### src/rtl/brg_gcd_xcel_pkg.sv
// Shared definitions for the GCD slave accelerator: CSR indices, FSM states
// and STATUS bit positions.
package brg_gcd_xcel_pkg;

    localparam logic [2:0] csr_go_gp     = 3'd0;
    localparam logic [2:0] csr_opa_gp    = 3'd1;
    localparam logic [2:0] csr_opb_gp    = 3'd2;
    localparam logic [2:0] csr_result_gp = 3'd3;
    localparam logic [2:0] csr_status_gp = 3'd4;
    localparam logic [2:0] csr_cycles_gp = 3'd5;

    localparam int status_busy_bit_gp = 0;
    localparam int status_done_bit_gp = 1;

    typedef enum logic [1:0] {
        e_idle = 2'd0,
        e_calc = 2'd1,
        e_done = 2'd2
    } gcd_state_e;

endpackage

### src/rtl/brg_gcd_xcel_unit.sv
// Iterative subtract/swap Euclid engine: one step per cycle on private copies
// of the operands, with a saturating cycle counter.
module brg_gcd_xcel_unit
    import brg_gcd_xcel_pkg::*;
#(
    parameter int width_p = 32
) (
    input  logic               clk_i,
    input  logic               reset_i,
    input  logic               start_i,
    input  logic               result_read_i,
    input  logic [width_p-1:0] opa_i,
    input  logic [width_p-1:0] opb_i,
    output logic               busy_o,
    output logic               done_o,
    output logic [width_p-1:0] result_o,
    output logic [width_p-1:0] cycles_o
);

    gcd_state_e         state_r, state_n;
    logic [width_p-1:0] a_r, a_n;
    logic [width_p-1:0] b_r, b_n;
    logic [width_p-1:0] result_r, result_n;
    logic [width_p-1:0] cycles_r, cycles_n;

    // NOTE: every register gets an explicit reset value so a mid-computation
    // reset discards all working state, not just the FSM.
    always_ff @(posedge clk_i or negedge reset_i) begin
        if (!reset_i) begin
            state_r  <= e_idle;
            a_r      <= '0;
            b_r      <= '0;
            result_r <= '0;
            cycles_r <= '0;
        end else begin
            // NOTE: non-blocking assignments so all state advances together
            // from the values sampled at this edge.
            state_r  <= state_n;
            a_r      <= a_n;
            b_r      <= b_n;
            result_r <= result_n;
            cycles_r <= cycles_n;
        end
    end

    always_comb begin
        // NOTE: hold-value defaults first so no path leaves a variable
        // unassigned and infers a latch.
        state_n  = state_r;
        a_n      = a_r;
        b_n      = b_r;
        result_n = result_r;
        cycles_n = cycles_r;
        unique case (state_r)
            e_idle, e_done: begin
                if (start_i) begin
                    a_n      = opa_i;
                    b_n      = opb_i;
                    cycles_n = '0;
                    state_n  = e_calc;
                end else if (state_r == e_done && result_read_i) begin
                    state_n = e_idle;
                end
            end
            e_calc: begin
                cycles_n = (cycles_r == '1) ? cycles_r : cycles_r + 1'b1;
                if (b_r == '0) begin
                    result_n = a_r;
                    state_n  = e_done;
                end else if (a_r < b_r) begin
                    a_n = b_r;
                    b_n = a_r;
                end else begin
                    a_n = a_r - b_r;
                end
            end
            default: state_n = e_idle;
        endcase
    end

    assign busy_o   = (state_r == e_calc);
    assign done_o   = (state_r == e_done);
    assign result_o = result_r;
    assign cycles_o = cycles_r;

endmodule

### src/rtl/brg_gcd_slave_xcel.sv
// Endpoint-facing GCD slave: CSR decode, byte-masked operand registers,
// RESULT-read stall while computing, and a one-cycle registered response.
module brg_gcd_slave_xcel
    import brg_gcd_xcel_pkg::*;
#(
    parameter int data_width_p = 32,
    parameter int addr_width_p = 32
) (
    input  logic                      clk_i,
    input  logic                      reset_i,
    input  logic                      in_v_i,
    input  logic [data_width_p-1:0]   in_data_i,
    input  logic [addr_width_p-1:0]   in_addr_i,
    input  logic                      in_we_i,
    input  logic [data_width_p/8-1:0] in_mask_i,
    output logic                      in_yumi_o,
    output logic                      returning_v_o,
    output logic [data_width_p-1:0]   returning_data_o,
    output logic                      done_o
);

    localparam int mask_width_lp = data_width_p / 8;

    logic [2:0]              csr_idx;
    logic                    unused_addr_hi;
    logic                    stall;
    logic                    wr_fire;
    logic                    rd_fire;
    logic                    busy;
    logic                    done;
    logic [data_width_p-1:0] opa_r;
    logic [data_width_p-1:0] opb_r;
    logic [data_width_p-1:0] result;
    logic [data_width_p-1:0] cycles;
    logic [data_width_p-1:0] rd_data;
    logic                    returning_v_r;
    logic [data_width_p-1:0] returning_data_r;

    assign csr_idx        = in_addr_i[2:0];
    assign unused_addr_hi = ^in_addr_i[addr_width_p-1:3];

    // A RESULT read cannot complete until the engine has produced a result.
    assign stall     = in_v_i & ~in_we_i & (csr_idx == csr_result_gp) & busy;
    assign in_yumi_o = in_v_i & ~stall;
    assign wr_fire   = in_yumi_o & in_we_i;
    assign rd_fire   = in_yumi_o & ~in_we_i;

    brg_gcd_xcel_unit #(
        .width_p (data_width_p)
    ) unit (
        .clk_i         (clk_i),
        .reset_i       (reset_i),
        .start_i       (wr_fire && csr_idx == csr_go_gp),
        .result_read_i (rd_fire && csr_idx == csr_result_gp),
        .opa_i         (opa_r),
        .opb_i         (opb_r),
        .busy_o        (busy),
        .done_o        (done),
        .result_o      (result),
        .cycles_o      (cycles)
    );

    always_ff @(posedge clk_i or negedge reset_i) begin
        if (!reset_i) begin
            opa_r <= '0;
            opb_r <= '0;
        end else if (wr_fire) begin
            for (int i = 0; i < mask_width_lp; i++) begin
                if (in_mask_i[i] && csr_idx == csr_opa_gp)
                    opa_r[8*i +: 8] <= in_data_i[8*i +: 8];
                if (in_mask_i[i] && csr_idx == csr_opb_gp)
                    opb_r[8*i +: 8] <= in_data_i[8*i +: 8];
            end
        end
    end

    always_comb begin
        rd_data = '0;
        case (csr_idx)
            csr_go_gp:     rd_data[status_busy_bit_gp] = busy;
            csr_opa_gp:    rd_data = opa_r;
            csr_opb_gp:    rd_data = opb_r;
            csr_result_gp: rd_data = result;
            csr_status_gp: begin
                rd_data[status_busy_bit_gp] = busy;
                rd_data[status_done_bit_gp] = done;
            end
            csr_cycles_gp: rd_data = cycles;
            default:       rd_data = '0;
        endcase
    end

    // Read data is captured from pre-update register values; writes answer 0.
    always_ff @(posedge clk_i or negedge reset_i) begin
        if (!reset_i) begin
            returning_v_r    <= 1'b0;
            returning_data_r <= '0;
        end else begin
            returning_v_r    <= in_yumi_o;
            returning_data_r <= rd_fire ? rd_data : '0;
        end
    end

    assign returning_v_o    = returning_v_r;
    assign returning_data_o = returning_data_r;
    assign done_o           = done;

endmodule

### config.mk
export PLATFORM = sky130hd
export DESIGN_NAME = brg_gcd_slave_xcel
export DESIGN_NICKNAME = d
export VERILOG_FILES = /design/src/rtl/brg_gcd_xcel_pkg.sv /design/src/rtl/brg_gcd_xcel_unit.sv /design/src/rtl/brg_gcd_slave_xcel.sv
export SDC_FILE = /design/constraint.sdc
export NUM_CORES = 1
export LEC_CHECK = 0
export CAP_MARGIN = 15
export CORE_MARGIN = 2
export CORE_UTILIZATION = 35
export DETAILED_ROUTE_END_ITERATION = 16
export PLACE_DENSITY = 0.57
export SYNTH_ARGS = -nofsm -noshare
export SYNTH_HDL_FRONTEND = slang
export SYNTH_SLANG_ARGS = --single-unit
### constraint.sdc
create_clock -name clk_i -period 6.75 [get_ports clk_i]
set_input_delay 1.35 -clock clk_i [delete_from_list [all_inputs] [get_ports clk_i]]
set_output_delay 1.35 -clock clk_i [all_outputs]
set_load 0.01 [all_outputs]
**Word level (Yosys, flattened, before mapping)**

Cells that the tools add are included.

- Logic and storage cells: 89
- Latch bits: 0
- Memories kept: 0
- Flip-flop bits (word level): 227
- Memory bits (read-only): 0
- Bits in writable memories: 0
- Output and inout bits: 35

- Bitwise gates (word level): 8
- Multiplexer cells: 19
- Divide/modulo/power cells: 0
- Order comparisons: 1
- Shift operators: 0
- Eq/ne operators: 14
- Reduce and logical (&&, ||, !) cells: 30
- $mul: 0
- Add/sub/neg operators: 2

Operators by type and width:

| kind | number |
|---|---|
| two-way mux 32 bit | 9 |
| one-hot mux 32 bit (2 select lines) | 3 |
| one-hot mux 30 bit (4 select lines) | 1 |
| adder 32 x 1 -> 32 bit (second input constant) | 1 |
| equality test 32 bit (second input constant) | 1 |
| logical NOT 32 bit | 1 |
| less-than comparator 32 bit | 1 |
| subtractor 32 bit | 1 |
| AND reduction 2 bit | 10 |
| logical AND 1 bit | 11 |
| one-hot mux 1 bit (5 select lines) | 2 |
| bitwise AND 1 bit | 6 |
| equality test 3 x 2 -> 1 bit (second input constant) | 2 |
| equality test 3 bit (second input constant) | 2 |
| two-way mux 2 bit | 3 |
| inequality test 2 x 1 -> 1 bit (second input constant) | 3 |
| AND reduction 3 bit | 2 |
| inequality test 2 bit (second input constant) | 2 |
| one-hot mux 2 bit (2 select lines) | 1 |
| AND reduction 4 bit | 1 |
| OR reduction 2 bit | 2 |
| equality test 3 x 1 -> 1 bit (second input constant) | 1 |
| logical NOT 3 bit | 1 |
| inequality test 3 x 1 -> 1 bit (second input constant) | 1 |
| 5 further kinds | 6 |

**Longest topological paths before layout**

- Depth in word-level cells: 12
- Mapped depth: 14
- Gate-level depth less buffers: 12

**Modules after synthesis**

From an unflattened synthesis, not the netlist that was laid out.

- Cell total of the unflattened synthesis: 1254
- Area total of the unflattened synthesis: 12644.6 um2

Modules (own cells, without submodules):

| module | seq. area each (um2) | instances | area each (um2) | cells an instance |
|---|---|---|---|---|
| brg_gcd_xcel_unit | 3253.1 | 1 | 7941.4 | 916 |
| brg_gcd_slave_xcel | 2427.3 | 1 | 4703.3 | 338 |

**Worst setup path before layout**

Ideal clock, no wire load.

- Kind: input -> output
- Start: input in_addr_i[1]
- End: output in_yumi_o
- Setup slack: 3.172 ns
- Buffers on the path: 0
- Stages on the path: 4
- Data arrival time: 2.228 ns
- Cell sequence: nor2b_1 > nand2_1 > o31ai_1 > inv_1

- Word-level cells in the longest chain between the ends: 5

Ends and longest elaborated chain:

| item | line | source |
|---|---|---|
| start, declared | brg_gcd_slave_xcel.sv:13 | `input logic [addr_width_p-1:0] in_addr_i,` |
| equality test 3 x 2 -> 1 bit | brg_gcd_slave_xcel.sv:43 | `assign stall = in_v_i & ~in_we_i & (csr_idx == csr_result_gp) & busy;` |
| bitwise AND 1 bit (2 in series) | brg_gcd_slave_xcel.sv:43 |  |
| NOT 1 bit | brg_gcd_slave_xcel.sv:44 | `assign in_yumi_o = in_v_i & ~stall;` |
| bitwise AND 1 bit | brg_gcd_slave_xcel.sv:44 |  |
| end, declared | brg_gcd_slave_xcel.sv:16 | `output logic in_yumi_o,` |

No other way between the ends.

**Worst setup path in the final report**

Same ends and word-level chain as after synthesis.

==> results.py <==
metrics = {
    "critical_path": {
        "start_kind": "primary input",
        "startpoint": "in_addr_i[1]",
        "worstPathRequired_ns": 5.40,
        "crit_arrival_ns": 3.55,
        "path_class": "in2out",
        "cp_max_fo": 7,
        "cp-end-kind": "output port",
        "rr_worst_depth": 10,
        "reg2reg_from": "unit.b_r[0]",
    },
    "detailed_routing": {
        "routed_wl_mm": 34.7,
        "first_pass_iters": 5,
        "antenna_left": 0,
        "via_count": 9320,
        "viasPerCell": 5.47,
        "wl_met2_mm": 15.0,
        "wl_met1_mm": 17.5,
        "drtIter0Drc": 814,
        "drc": 0,
        "wl_met3_mm": 1.75,
        "wl_per_cell_um": 20.4,
        "highest_layer": "met4",
    },
    "timing": {
        "final_max_slew_viol_count": 0,
        "period_share": 0.726,
        "final-setup-viol-count": 0,
        "worst_slew_pin_slew_ns": 1.08,
        "finalHoldViolations": 0,
        "layout_min_cycle_time_ns": 4.90,
        "finalSetupTns_ns": 0,
        "rsz0062_at_grt": "no",
        "skew_ns": 0.0190,
        "max-slew-margin-rel": 0.277,
        "max_clock_freq_mhz": 204,
    },
    "grt": {
        "grt_use_total": 0.197,
        "antenna_found_initial": 0,
        "grt_start_max_net_pins": 144,
        "grt_pass1_wl_mm": 55.4,
        "first_global_vias": 9473,
        "grt-ovfl-total": 0,
    },
    "synth": {
        "synthTopCellsByArea": "dfrtp_1, mux2_2, o21ai_0",
        "synth_edf_count": 0,
        "synthMostInstantiatedCell": "dfrtp_1",
        "ys_warn_count": 0,
        "ys_seq_area_frac": 0.475,
        "synth.avg_cell_area_um2": 10.0,
        "synth_top_area_share": 0.475,
        "synth_flop_cell": "dfrtp_1",
        "synth-seq-cells": 227,
        "synth_cell_types": 64,
        "syn-instance-count": 1190,
        "synthesis.area_um2": 12000,
        "synthTopCellsByCount": "dfrtp_1, nand2_1, mux2_2",
        "syn-num-nets": 1296,
        "ys_async_sr_fraction": 1.00,
        "yosysTopAreaCell": "dfrtp_1",
    },
    "placement": {
        "hpwl_mm": 23.8,
        "io_buffers": 77,
        "place.gp.congestion": 0.865,
        "placed_cell_area_um2": 13200,
    },
    "min_path": {
        "hp-class": "reg2reg",
        "min-delay-start": "unit.result_o[2]",
        "hold_depth": 1,
    },
    "cells_and_area": {
        "nets": 1346,
        "diodes": 0,
        "fill_cells": 3222,
        "drive_gt1_frac": 0.139,
        "final_area_um2": 14100,
        "area_growth_pct": 18.0,
    },
    "die": {
        "io_pins": 107,
        "die_w_um": 189,
        "die_height_um": 189,
        "initial_core_util": 0.356,
        "dieArea_um2": 35600,
        "row_count": 67,
        "core_area_um2": 33600,
    },
    "clocking": {
        "ctsHoldBuffers": 0,
        "postCtsSetupRepairBufs": 0,
        "numCtsBuffers": 25,
        "cts_tree": "built",
        "cts_sinks": 227,
        "clock_latency_ns": 0.53,
        "root_buffer": "clkbuf_16",
        "htree_levels": 1,
        "cts_resized": 0,
        "cts_max_path_buffers": 3,
        "clkTransAtPathRegs_ns": 0.06,
    },
    "outcome": {
        "status": "complete, no violations",
    },
    "power_and_ir_drop": {
        "pwr_density_cell_nw_per_um2": 472,
        "power.leakage_nw": 5.99,
        "vdd_drop_max_mv": 0.200,
    },
    "job": {
        "cap_viol_max_count": 0,
    },
}
## cells by family (layout without fill, tap and decap cells)
logic type,count (synthesis),count (layout),synth area share
AOI/OAI and AO/OA,326,326,0.172
and+or+nand+nor,304,304,0.119
DFF,227,227,0.475
muxes,131,131,0.120
buffers and inverters,112,178,0.0365
xor gates and xnor gates,56,56,0.0410
adders and majority gates,34,34,0.0362
## final cells by class
cell class                 instances  area, um^2  share of cell area
clock inverter                    16         244              0.0173
tap                              448         561              0.0398
clock buffer                      27         653              0.0463
inverter                          45         169              0.0120
timing repair buffer              90         886              0.0628
multi-input combinational        851        5910               0.419
sequential                       227        5680               0.403
## layer usage
layer / vias to the layer above / global-route usage
met4: 0 / 0.0424
met2: 229 / 0.294
met3: 36 / 0.0251
li1: 4384 / -
met5: - / 0
met1: 4671 / 0.302
## stage by stage
step | hold WS [ns] | total power [W] | instances | util | worst slack (ns)
2_1_floorplan | 0.472 | 0.00428 | 1190 | - | 3.17
3_3_place_gp | 0.489 | 0.00507 | 1661 | 0.393 | 1.84
3_5_place_dp | 0.497 | 0.00511 | 1661 | 0.393 | 1.85
4_1_cts | 0.513 | 0.00665 | 1704 | 0.419 | 1.83
5_1_grt | 0.525 | 0.00715 | 1704 | 0.419 | 1.63
6_report | 0.510 | 0.00666 | 1704 | 0.419 | 1.85
## path summary, 6_finish.rpt
check,to,slack (ns)
min in group asynchronous,opa_r[29],0.79
min,unit.result_o[2],0.51
min reg2reg,unit.result_o[2],0.51
max reg2reg,unit.b_r[22],2.94
max in group asynchronous,unit.cycles_o[2],4.77
max,in_yumi_o,1.85
## registers in the layout, summed over array words and instances (netlist names)
name and flops:
unit.cycles_o 32, unit.b_r 32, opb_r 32, unit.result_o 32, unit.a_r 32, returning_v_o 1
unit.state_r 2, returning_data_o 32, opa_r 32
## power breakdown
group | total (W) | internal [W] | switching (W)
Sequential | 0.00207 | 0.00171 | 0.000362
Clock | 0.00151 | 0.000927 | 0.000581
Combinational | 0.00308 | 0.00121 | 0.00187
## critical path: stages
cell and delay [ns]:
clkdlybuf4s50_1 0.56, nor2b_1 0.46, nand2_1 0.11, o31ai_1 0.45
inv_1 0.12, clkdlybuf4s50_1 0.50
## cells in the final DEF, fill, tap and decap left out, drive strengths merged, types with 5 or more instances in the layout
master / n
a31oi: 10
nand3: 22
xnor2: 19
clkinv: 5
nor2b: 10
o21ai: 99
nor4: 14
a22oi: 60
ha: 33
a21oi: 67
mux2i: 33
nand4: 18
clkdlybuf4s50: 76
a21o: 11
nand2b: 10
mux2: 98
a211oi: 20
clkbuf: 27
o21a: 11
inv: 46
o211ai: 10
and3: 7
nor3: 17
nor2: 83
buf: 14
bufinv: 6
o31ai: 5
xor2: 37
nand2: 108
dfrtp: 227
(Power assumes the default switching activity.)
